File: config.mk
export PLATFORM = sky130hd
export DESIGN_NAME = paralelo_serial1
export DESIGN_NICKNAME = d
export VERILOG_FILES = /design/src/rtl/paralelo_serial1.sv
export SDC_FILE = /design/constraint.sdc
export NUM_CORES = 1
export LEC_CHECK = 0
export ABC_AREA = 1
export CORE_MARGIN = 5
export CORE_UTILIZATION = 48
export CTS_BUF_LIST = sky130_fd_sc_hd__clkbuf_16
export CTS_CLUSTER_SIZE = 25
export DETAILED_ROUTE_END_ITERATION = 16
export GPL_TIMING_DRIVEN = 1
export PLACE_DENSITY = 0.72
export SLEW_MARGIN = 20
export SYNTH_ARGS = -nofsm -noshare
export SYNTH_HDL_FRONTEND = slang
export SYNTH_SLANG_ARGS = --single-unit
File: constraint.sdc
create_clock -name clk_32f -period 1.7 [get_ports clk_32f]
set_clock_uncertainty 0.2 [all_clocks]
set_input_delay 0.34 -clock clk_32f [delete_from_list [all_inputs] [get_ports clk_32f]]
set_output_delay 0.34 -clock clk_32f [all_outputs]
set_load 0.02 [all_outputs]
File: src/rtl/paralelo_serial1.sv
// LSB-first 8:1 serializer for the lane transmitter: comma preamble after reset,
// then one upstream word (or an idle comma) every 8 bit clocks.
module paralelo_serial1 #(
    parameter logic [7:0] COMMA      = 8'hBC,
    parameter int         SYNC_WORDS = 4
) (
    input  logic       clk_32f,
    input  logic       reset,
    input  logic [7:0] data_in,
    input  logic       valid_in,
    output logic       data_out,
    output logic       ld_strobe,
    output logic       active,
    output logic       sending_data
);

    localparam logic [0:0] ST_SYNC   = 1'b0;
    localparam logic [0:0] ST_RUN    = 1'b1;
    localparam logic [2:0] SYNC_LAST = 3'(SYNC_WORDS - 1);

    logic [2:0] bit_cnt_q, bit_cnt_d;
    logic [7:0] word_q, word_d;
    logic [2:0] sync_cnt_q, sync_cnt_d;
    logic [0:0] state_q, state_d;
    logic       data_out_q, data_out_d;
    logic       active_q, active_d;
    logic       sending_q, sending_d;
    logic       load_edge;

    always_comb begin
        load_edge  = (bit_cnt_q == 3'd7);
        // The final preamble load already samples upstream, so the first data
        // word follows the last comma without a gap.
        ld_strobe  = load_edge && ((state_q == ST_RUN) || (sync_cnt_q == SYNC_LAST));

        bit_cnt_d  = bit_cnt_q + 3'd1;
        data_out_d = word_q[bit_cnt_q];
        word_d     = word_q;
        sync_cnt_d = sync_cnt_q;
        state_d    = state_q;
        active_d   = active_q;
        sending_d  = sending_q;

        if (ld_strobe) begin
            word_d    = valid_in ? data_in : COMMA;
            sending_d = valid_in;
            state_d   = ST_RUN;
            active_d  = 1'b1;
        end else if (load_edge) begin
            word_d     = COMMA;
            sync_cnt_d = sync_cnt_q + 3'd1;
        end
    end

    always_ff @(posedge clk_32f or negedge reset) begin
        if (!reset) begin
            bit_cnt_q  <= 3'd0;
            word_q     <= COMMA;
            sync_cnt_q <= 3'd0;
            state_q    <= ST_SYNC;
            data_out_q <= 1'b0;
            active_q   <= 1'b0;
            sending_q  <= 1'b0;
        end else begin
            bit_cnt_q  <= bit_cnt_d;
            word_q     <= word_d;
            sync_cnt_q <= sync_cnt_d;
            state_q    <= state_d;
            data_out_q <= data_out_d;
            active_q   <= active_d;
            sending_q  <= sending_d;
        end
    end

    assign data_out     = data_out_q;
    assign active       = active_q;
    assign sending_data = sending_q;

endmodule

# ---- Word-level counts from Yosys, hierarchy flattened
# Cells that the tools add are included.
dict set report op_classes {
  addsub 2
  order_cmp 1
  div_mod_pow 0
  eq_ne 2
  bitwise_logic 1
  mul 0
  n_shift 0
  mux 5
  n_reduce_logical 4
}
# operator n
set op_table {}
lappend op_table {{$mux 8} 3}
lappend op_table {{$add 3x1->3 const B} 2}
lappend op_table {{$lt 3x4->1 const B} 1}
lappend op_table {{$bmux 1 s3} 1}
lappend op_table {{$eq 3x2->1 const B} 1}
lappend op_table {{$eq 3x3->1 const B} 1}
lappend op_table {{$reduce_and 2->1} 1}
lappend op_table {{$reduce_bool 2->1} 1}
lappend op_table {{$logic_and 1x1->1} 1}
lappend op_table {{$logic_or 1x1->1} 1}
lappend op_table {{$mux 1} 1}
lappend op_table {{$not 1->1} 1}
dict set report totals {
  romBits 0
  ram_bits 0
  reg_bits 17
  input_bits 11
  latchBits 0
  output_inout_bits 4
  memories 0
}

# ---- Logic depth before layout (Yosys ltp)
# Gate-level depths: netlist of run 1.
dict set report depth {
  ltp_word 5
  ltp_mapped 6
  ltp_nobuf 6
}

# ---- Worst setup path after synthesis of run 1
# Ideal clock, no wire load.
dict set report synth_timing {
  kind {reg-to-output}
  startpoint {reg sync_cnt_q[0]}
  endpoint {out ld_strobe}
  arrival_time_ns 1.086
  setup_slack_ns 0.074
  path_stages_with_launch 5
  required_ns 1.160
  cell_sequence {dfrtp_1 ha_1 ha_1 o21ai_2 inv_2}
}
dict set report synth_via {
  elab_chain_cells 3
}
# element line_no
set synth_rtl {}
lappend synth_rtl {{start: declaration} 23} ;# logic [2:0] sync_cnt_q, sync_cnt_d;
lappend synth_rtl {{start signal: assignment} 67} ;# sync_cnt_q <= sync_cnt_d;
lappend synth_rtl {{$eq 3x2->1} 34} ;# ld_strobe = load_edge && ((state_q == ST_RUN) || (sync_cnt_q == SYNC_LAST));
lappend synth_rtl {{$logic_or 1x1->1} 34}
lappend synth_rtl {{$logic_and 1x1->1} 34}
lappend synth_rtl {{end: declaration} 12} ;# output logic ld_strobe,
# No other way between the ends.

# ---- Final worst setup path of run 1
# Same ends and word-level chain as after synthesis.

==> reports/metrics.csv, run 1 <==
stage,metric,value,unit
status,status,"finished, violations left",
status,violations,setup timing,
grt,antenna_found_initial,0,
pwr,peakVddDrop,0.611,mV
logic_synthesis,yosysTopAreaCell,dfrtp_1,
clocking,cts_hold_buf,0,
timing,maxSlewHeadroom,0.857,
logic_synthesis,syn_nets,97,
logic_synthesis,netlist.area_leader.share,0.397,
logic_synthesis,synth.area.mux_share,0,
timing,tightest_slew,214,ps
pwr,p_leak,0.000525,uW
floorplan,core-area,0.00151,sq mm
floorplan,dieArea,0.00247,sq mm
detailed_routing,dr.pass1.iters,4,
logic_synthesis,synth_most_common_cell,nand2_1,
pwr,power.total,938,uW
min_path,hold_class,in2async,
floorplan,die_h,49.7,um
logic_synthesis,synth_cell_types,14,
detailed_routing,drc,0,
critical_path,crit_buf_inv,2,
grt,grt-ovfl-total,0,
logic_synthesis,synthTopCellsByCount,"nand2_1 (21), inv_1 (14), dfrtp_1 (12), nor2_1 (6)",
critical_path,crit_chain,ha_2 -> ha_4 -> o21ai_4 -> inv_2 -> buf_6,
logic_synthesis,synth_edf_count,0,
grt,grt_pass1_vias,620,
logic_synthesis,avgSynthCellArea,9.23,sq um
critical_path,cp_max_fo,2,
grt,grt_usage,0.148,
timing,timing.final.crit_share,1.09,
clocking,post_cts_buffers,0,
final_layout,final_util,0.721,
job,drv_cap,0,
detailed_routing,drt_iter0_drc,15,
final_layout,layout-drive-gt1-share,0.220,
detailed_routing,antenna_left,0,
clocking,clkTransAtPathRegs,50,ps
critical_path,critPathArrivalTime,1310,ps
logic_synthesis,synth_xor_area_frac,0.0116,
logic_synthesis,synth_top_family_by_area,simple AND/OR/NAND/NOR gates,
logic_synthesis,netlist_instances,82,
timing,rsz0062_at_grt,yes,
critical_path,r2r_end,active$_DFFE_PN0P_,
clocking,h-tree-depth,1,
critical_path,crit_path_end_kind,output pin,
logic_synthesis,async_flop_share,1.00,
floorplan,die_w,49.7,um
clocking,cts_sinks,17,
detailed_routing,vias,620,
logic_synthesis,synthAdderAreaFrac,0.0661,
timing,timing.fmax,0.542,GHz
logic_synthesis,synth_area,757,sq um
clocking,cts-root-buf,clkbuf_16,
critical_path,path_delay_family,flip-flops,
critical_path,reg2reg_from,sync_cnt_q[0]$_DFFE_PN0P_,
placed_design,numPortBuffers,14,
grt,grt_pass1_wl,2680,um
logic_synthesis,synth-compound-area-share,0.0942,
critical_path,r2r_slack,90,ps
logic_synthesis,synth_simple_gate_area_frac,0.183,
critical_path,crit_slowest_cell,dfrtp_1,
floorplan,ios,15,
clocking,cts_tree,built,
logic_synthesis,yosysWarningCount,0,
final_layout,area_growth,43.5,%
timing,finalSetupViolCount,1,
timing,final_max_slew_viol_count,0,
clocking,cts_made_buffers,3,
floorplan,initial_utilization,0.502,
timing,setup_ws,-145,ps
logic_synthesis,ys_seq_area_frac,0.570,
final_layout,nets,125,
timing,hold_viol,0,
grt,grt_start_max_net_pins,18,
timing,holdWs,218,ps
placed_design,dpl_cell_area,985,sq um
clocking,clk_latency,240,ps
logic_synthesis,synthFlopType,dfrtp_1,
critical_path,worstSetupPathType,reg2out,
critical_path,crit_required,1160,ps
pwr,p_per_area,863,mW/mm^2
floorplan,num_rows,14,
clocking,cts_buffer_depth,2,
placed_design,place_hpwl,1090,um
final_layout,antenna_cells,0,
logic_synthesis,synth.ff_latch_count,17,
detailed_routing,wl,1590,um
critical_path,worstSetupStartpointType,register,
final_layout,final_area,0.00109,sq mm
placed_design,place.gp.congestion,0.834,
logic_synthesis,synth_area_leaders,"dfrtp_1 (40%), dfstp_2 (17%), nand2_1 (10%)",
detailed_routing,wl_per_cell,12.8,um
critical_path,worst_r2r_path_depth,6,
critical_path,critPathMaxStageDelay,380,ps
timing,fin_crit,1850,ps
detailed_routing,avgViaCountPerCell,4.96,
power by group:
group	internal (uW)	switching, uW	leakage [uW]	total, uW
combinational	33.4	30.3	0.000288	63.7
sequential	422	3.26	0.000194	426
clock	311	137	0.0000423	448
total	767	171	0.000525	938
layout by cell type (no fill, tap or decap), types with 3 or more instances in the layout:
cell type / synthesis / layout
buf_4: 0 / 9
nand2_1: 21 / 21
dfstp_2: 5 / 5
nor2_1: 6 / 6
clkdlybuf4s50_1: 0 / 10
inv_1: 14 / 15
clkbuf_16: 0 / 3
nand3_1: 5 / 5
a22oi_1: 5 / 5
dfrtp_1: 12 / 12
dlygate4sd2_1: 0 / 3
o21ai_0: 5 / 5
per-stage QoR:
step	instances	setup TNS [ps]	setup WS (ps)
floorplan	82	0	73.7
global placement	121	-356	-356
detailed placement	121	-384	-384
CTS	125	-162	-162
global route	125	-196	-196
finish	125	-145	-145
how the worst max path moves through the flow:
stage / from / to / slack [ps] / cells after the start
final: sync_cnt_q[0]$_DFFE_PN0P_ / ld_strobe / -150 / 5
after global routing: sync_cnt_q[0]$_DFFE_PN0P_ / ld_strobe / -200 / 5
after detailed placement: sync_cnt_q[0]$_DFFE_PN0P_ / ld_strobe / -380 / 5
after global placement: sync_cnt_q[0]$_DFFE_PN0P_ / ld_strobe / -360 / 5
after CTS: sync_cnt_q[0]$_DFFE_PN0P_ / ld_strobe / -160 / 5
after floorplan: sync_cnt_q[0]$_DFFE_PN0P_ / ld_strobe / 70 / 4
flip-flops by register name, indices dropped and copies added, names as in the netlist:
register      count
data_out          1
bit_cnt_q         3
word_q            8
active            1
sending_data      1
sync_cnt_q        3
worst reg2reg max path, delay by kind of cell, from the launching register on:
kind	cells	cell delay, ps
buffers and inverters	2	210
DFF	1	380
adders and majority gates	2	360
and+or+nand+nor	1	210
AOI/OAI and AO/OA	1	140
metal layers:
layer	GRT usage	share of wire	up-vias
met1	0.175	0.42	283
met5	0	0	-
met3	0.0422	0.057	8
met2	0.222	0.49	17
li1	-	-	312
met4	0.109	0.035	0
timing repair:
| item | in CTS | in global routing |
|---|---|---|
| pin swaps | 1 | 0 |
| setup endpoints to repair | 5 | 1 |
| hold endpoints to repair | 0 | 0 |
| gates resized for setup | 13 | 1 |
layout make-up:
| type | count | area [sq um] |
|---|---|---|
| repair buffers | 23 | 205 |
| inverters | 15 | 56.3 |
| clock buffers | 3 | 75.1 |
| clock inverters | 1 | 3.75 |
| fillers | 113 | 420 |
| well taps | 16 | 20.0 |
| multi-input cells | 50 | 294 |
| flip-flops and latches | 17 | 432 |
kinds of logic after synthesis:
family,Yosys count
AOI/OAI and AO/OA,11
DFF,17
and+or+nand+nor,34
xor gates and xnor gates,1
buffers and inverters,15
adders and majority gates,4
Note: power is estimated with default switching activity, not from simulation.
==> run 2: changes to the inputs <==
--- a/config.mk
+++ b/config.mk
@@ -6,6 +6,7 @@
 export NUM_CORES = 1
 export LEC_CHECK = 0
 export ABC_AREA = 1
+export CORE_ASPECT_RATIO = 1.2
 export CORE_MARGIN = 5
 export CORE_UTILIZATION = 48
 export CTS_BUF_LIST = sky130_fd_sc_hd__clkbuf_16
==> run 2 against run 1 <==
The run still ends with setup timing left. Cell count rose by 4.8%. Clock power rose by 3%. Wire length up 25%. Largest cell class unchanged. Count of clock-buffer cells in the layout is the same. Utilization is 7.3 points higher.
==> reports/metrics.csv, run 2 (synthesis results as in run 1) <==
stage,metric,value,unit,change
final_layout,top_register,word_q,,
final_layout,nets,130,,+4.0%
clocking,h-tree-depth,1,,unchanged
placed_design,place.gp.congestion,0.773,,-7.3%
grt,grt_usage,0.182,,+0.0343
detailed_routing,dr.pass1.iters,4,,unchanged
grt,grt_pass1_vias,686,,+11%
critical_path,r2r_end,word_q[0]$_DFFE_PN0P_,,
final_layout,largest_reg_flops,8,,unchanged
final_layout,reg_top3,"word_q: 8 flops, bit_cnt_q: 3 flops, sync_cnt_q: 3 flops",,
critical_path,cp_max_fo,2,,unchanged
critical_path,reg2reg_from,sync_cnt_q[1]$_DFFE_PN0P_,,
grt,grt_pass1_wl,3040,um,+13%
critical_path,crit_required,1160,ps,about the same
detailed_routing,drt_iter0_drc,8,,-7
timing,fin_crit,1860,ps,+18.7 ps
status,status,"finished, violations left",,
job,drv_cap,0,,unchanged
timing,holdWs,138,ps,-80.7 ps
timing,maxSlewHeadroom,0.798,,-0.0593
floorplan,core-area,0.00146,sq mm,-2.8%
detailed_routing,drc,0,,unchanged
detailed_routing,wl,1990,um,+25%
pwr,p_leak,0.000552,uW,+5.1%
clocking,cts_tree,built,,
final_layout,area_growth,53.6,%,
grt,grt_start_max_net_pins,12,,-6
clocking,cts_buffer_depth,2,,unchanged
grt,antenna_found_initial,0,,unchanged
pwr,p_per_area,823,mW/mm^2,-4.7%
final_layout,layout-drive-gt1-share,0.281,,+0.0605
detailed_routing,wl_per_cell,15.2,um,+19%
critical_path,worstSetupStartpointType,register,,
timing,hold_viol,0,,unchanged
floorplan,dieArea,0.00247,sq mm,+0.13%
final_layout,antenna_cells,0,,unchanged
timing,timing.final.crit_share,1.10,,+0.0110
detailed_routing,vias,668,,+7.7%
timing,tightest_slew,303,ps,+88.5 ps
pwr,peakVddDrop,0.760,mV,+24%
clocking,cts_sinks,17,,unchanged
clocking,cts-root-buf,clkbuf_16,,
critical_path,worstSetupPathType,reg2out,,
critical_path,crit_end,ld_strobe,,
critical_path,worst_r2r_path_depth,10,,+4
clocking,cts_made_buffers,3,,unchanged
timing,timing.fmax,0.537,GHz,-1.0%
final_layout,final_cell_mix,"nand2_1 (20), inv_1 (15), buf_4 (13)",,
clocking,clkTransAtPathRegs,50,ps,about the same
timing,setup_ws,-164,ps,-18.7 ps
clocking,clk_latency,250,ps,about the same
critical_path,critPathArrivalTime,1320,ps,about the same
grt,grt-ovfl-total,0,,unchanged
min_path,hold_class,in2async,,
detailed_routing,avgViaCountPerCell,5.10,,+2.8%
floorplan,die_h,53.5,um,+7.6%
floorplan,num_rows,15,,+1
clocking,cts_hold_buf,0,,unchanged
floorplan,die_w,46.3,um,-7.0%
timing,rsz0062_at_grt,yes,,
timing,final_max_slew_viol_count,0,,unchanged
status,violations,setup timing,,
timing,finalSetupViolCount,5,,+4
floorplan,initial_utilization,0.517,,+0.0146
final_layout,final_common_cell,nand2_1,,
placed_design,dp_slack,-368,ps,+15.2 ps
critical_path,crit_path_end_kind,output pin,,
placed_design,numPortBuffers,14,,unchanged
critical_path,startpoint,sync_cnt_q[1]$_DFFE_PN0P_,,
critical_path,r2r_slack,-100,ps,-190 ps
placed_design,place_hpwl,1250,um,+15%
detailed_routing,antenna_left,0,,unchanged
floorplan,ios,15,,unchanged
-- run 2: cell types whose count changed in the layout (fill, tap and decap cells not counted), sizes merged --
cell  change
buf       +5
-- run 2: worst min-delay path by stage --
stage	from	end	slack, ps	depth (start not counted)
3_5_place_dp	sync_cnt_q[1]$_DFFE_PN0P_	sync_cnt_q[1]$_DFFE_PN0P_	280	2
4_1_cts	reset	active$_DFFE_PN0P_	150	1
3_3_place_gp	sync_cnt_q[1]$_DFFE_PN0P_	sync_cnt_q[1]$_DFFE_PN0P_	260	2
2_1_floorplan	reset	active$_DFFE_PN0P_	-160	0
5_1_grt	reset	active$_DFFE_PN0P_	160	1
6_report	reset	active$_DFFE_PN0P_	140	1
-- run 2: repair_timing --
| action | CTS | global route |
|---|---|---|
| gates resized for setup | 17 | 7 |
| gates cloned | 0 | 0 |
| buffers inserted | 3 | 3 |
| pin swaps | 2 | 0 |
| setup endpoints to repair | 4 | 5 |
-- run 2: worst max-delay path, cell delays in order (launching register included) --
cell and delay [ps]:
dfrtp_1 390, ha_2 200, ha_4 170, o21ai_4 130, inv_2 50, buf_6 120
-- run 2: report_power, final --
| part | switching (uW) | internal, uW | total, uW |
|---|---|---|---|
| logic | 33.6 | 34.3 | 67.9 |
| clock network | 150 | 312 | 462 |
| registers | 3.92 | 422 | 426 |
-- run 2: layer usage --
metal  vias to the layer above  track usage  wire length (um)
li1                        322            -                 -
met1                       316        0.204               782
met2                        21        0.303              1050
met3                         9       0.0408                85
met4                         0        0.114                74
met5                         -            0                 0
-- run 2: layout make-up --
type / count / area [sq um]
clock buffers: 3 / 75.1
clock inverters: 1 / 3.75
repair buffers: 28 / 246
flip-flops and latches: 17 / 432
well taps: 17 / 21.3
multi-input cells: 50 / 328
inverters: 15 / 56.3
fillers: 83 / 302
-- run 2: stage by stage --
step | TNS (ps) | instances | utilization | total power, uW | cell area, sq um
6_report | -455 | 131 | 0.794 | 956 | 1160
5_1_grt | -642 | 131 | 0.794 | 991 | 1160
4_1_cts | -334 | 128 | 0.754 | 959 | 1100
3_5_place_dp | -368 | 121 | 0.668 | 499 | 978
3_3_place_gp | -335 | 121 | 0.668 | 496 | 978
2_1_floorplan | 0 | 82 | - | 455 | 757
==> run 3: changes to the inputs <==
--- a/config.mk
+++ b/config.mk
@@ -6,6 +6,7 @@
 export NUM_CORES = 1
 export LEC_CHECK = 0
 export ABC_AREA = 1
+export CAP_MARGIN = 10
 export CORE_ASPECT_RATIO = 1.2
 export CORE_MARGIN = 5
 export CORE_UTILIZATION = 48
==> results of run 3 <==
No change in the layout: final DEF, timing and power equal those of run 2.
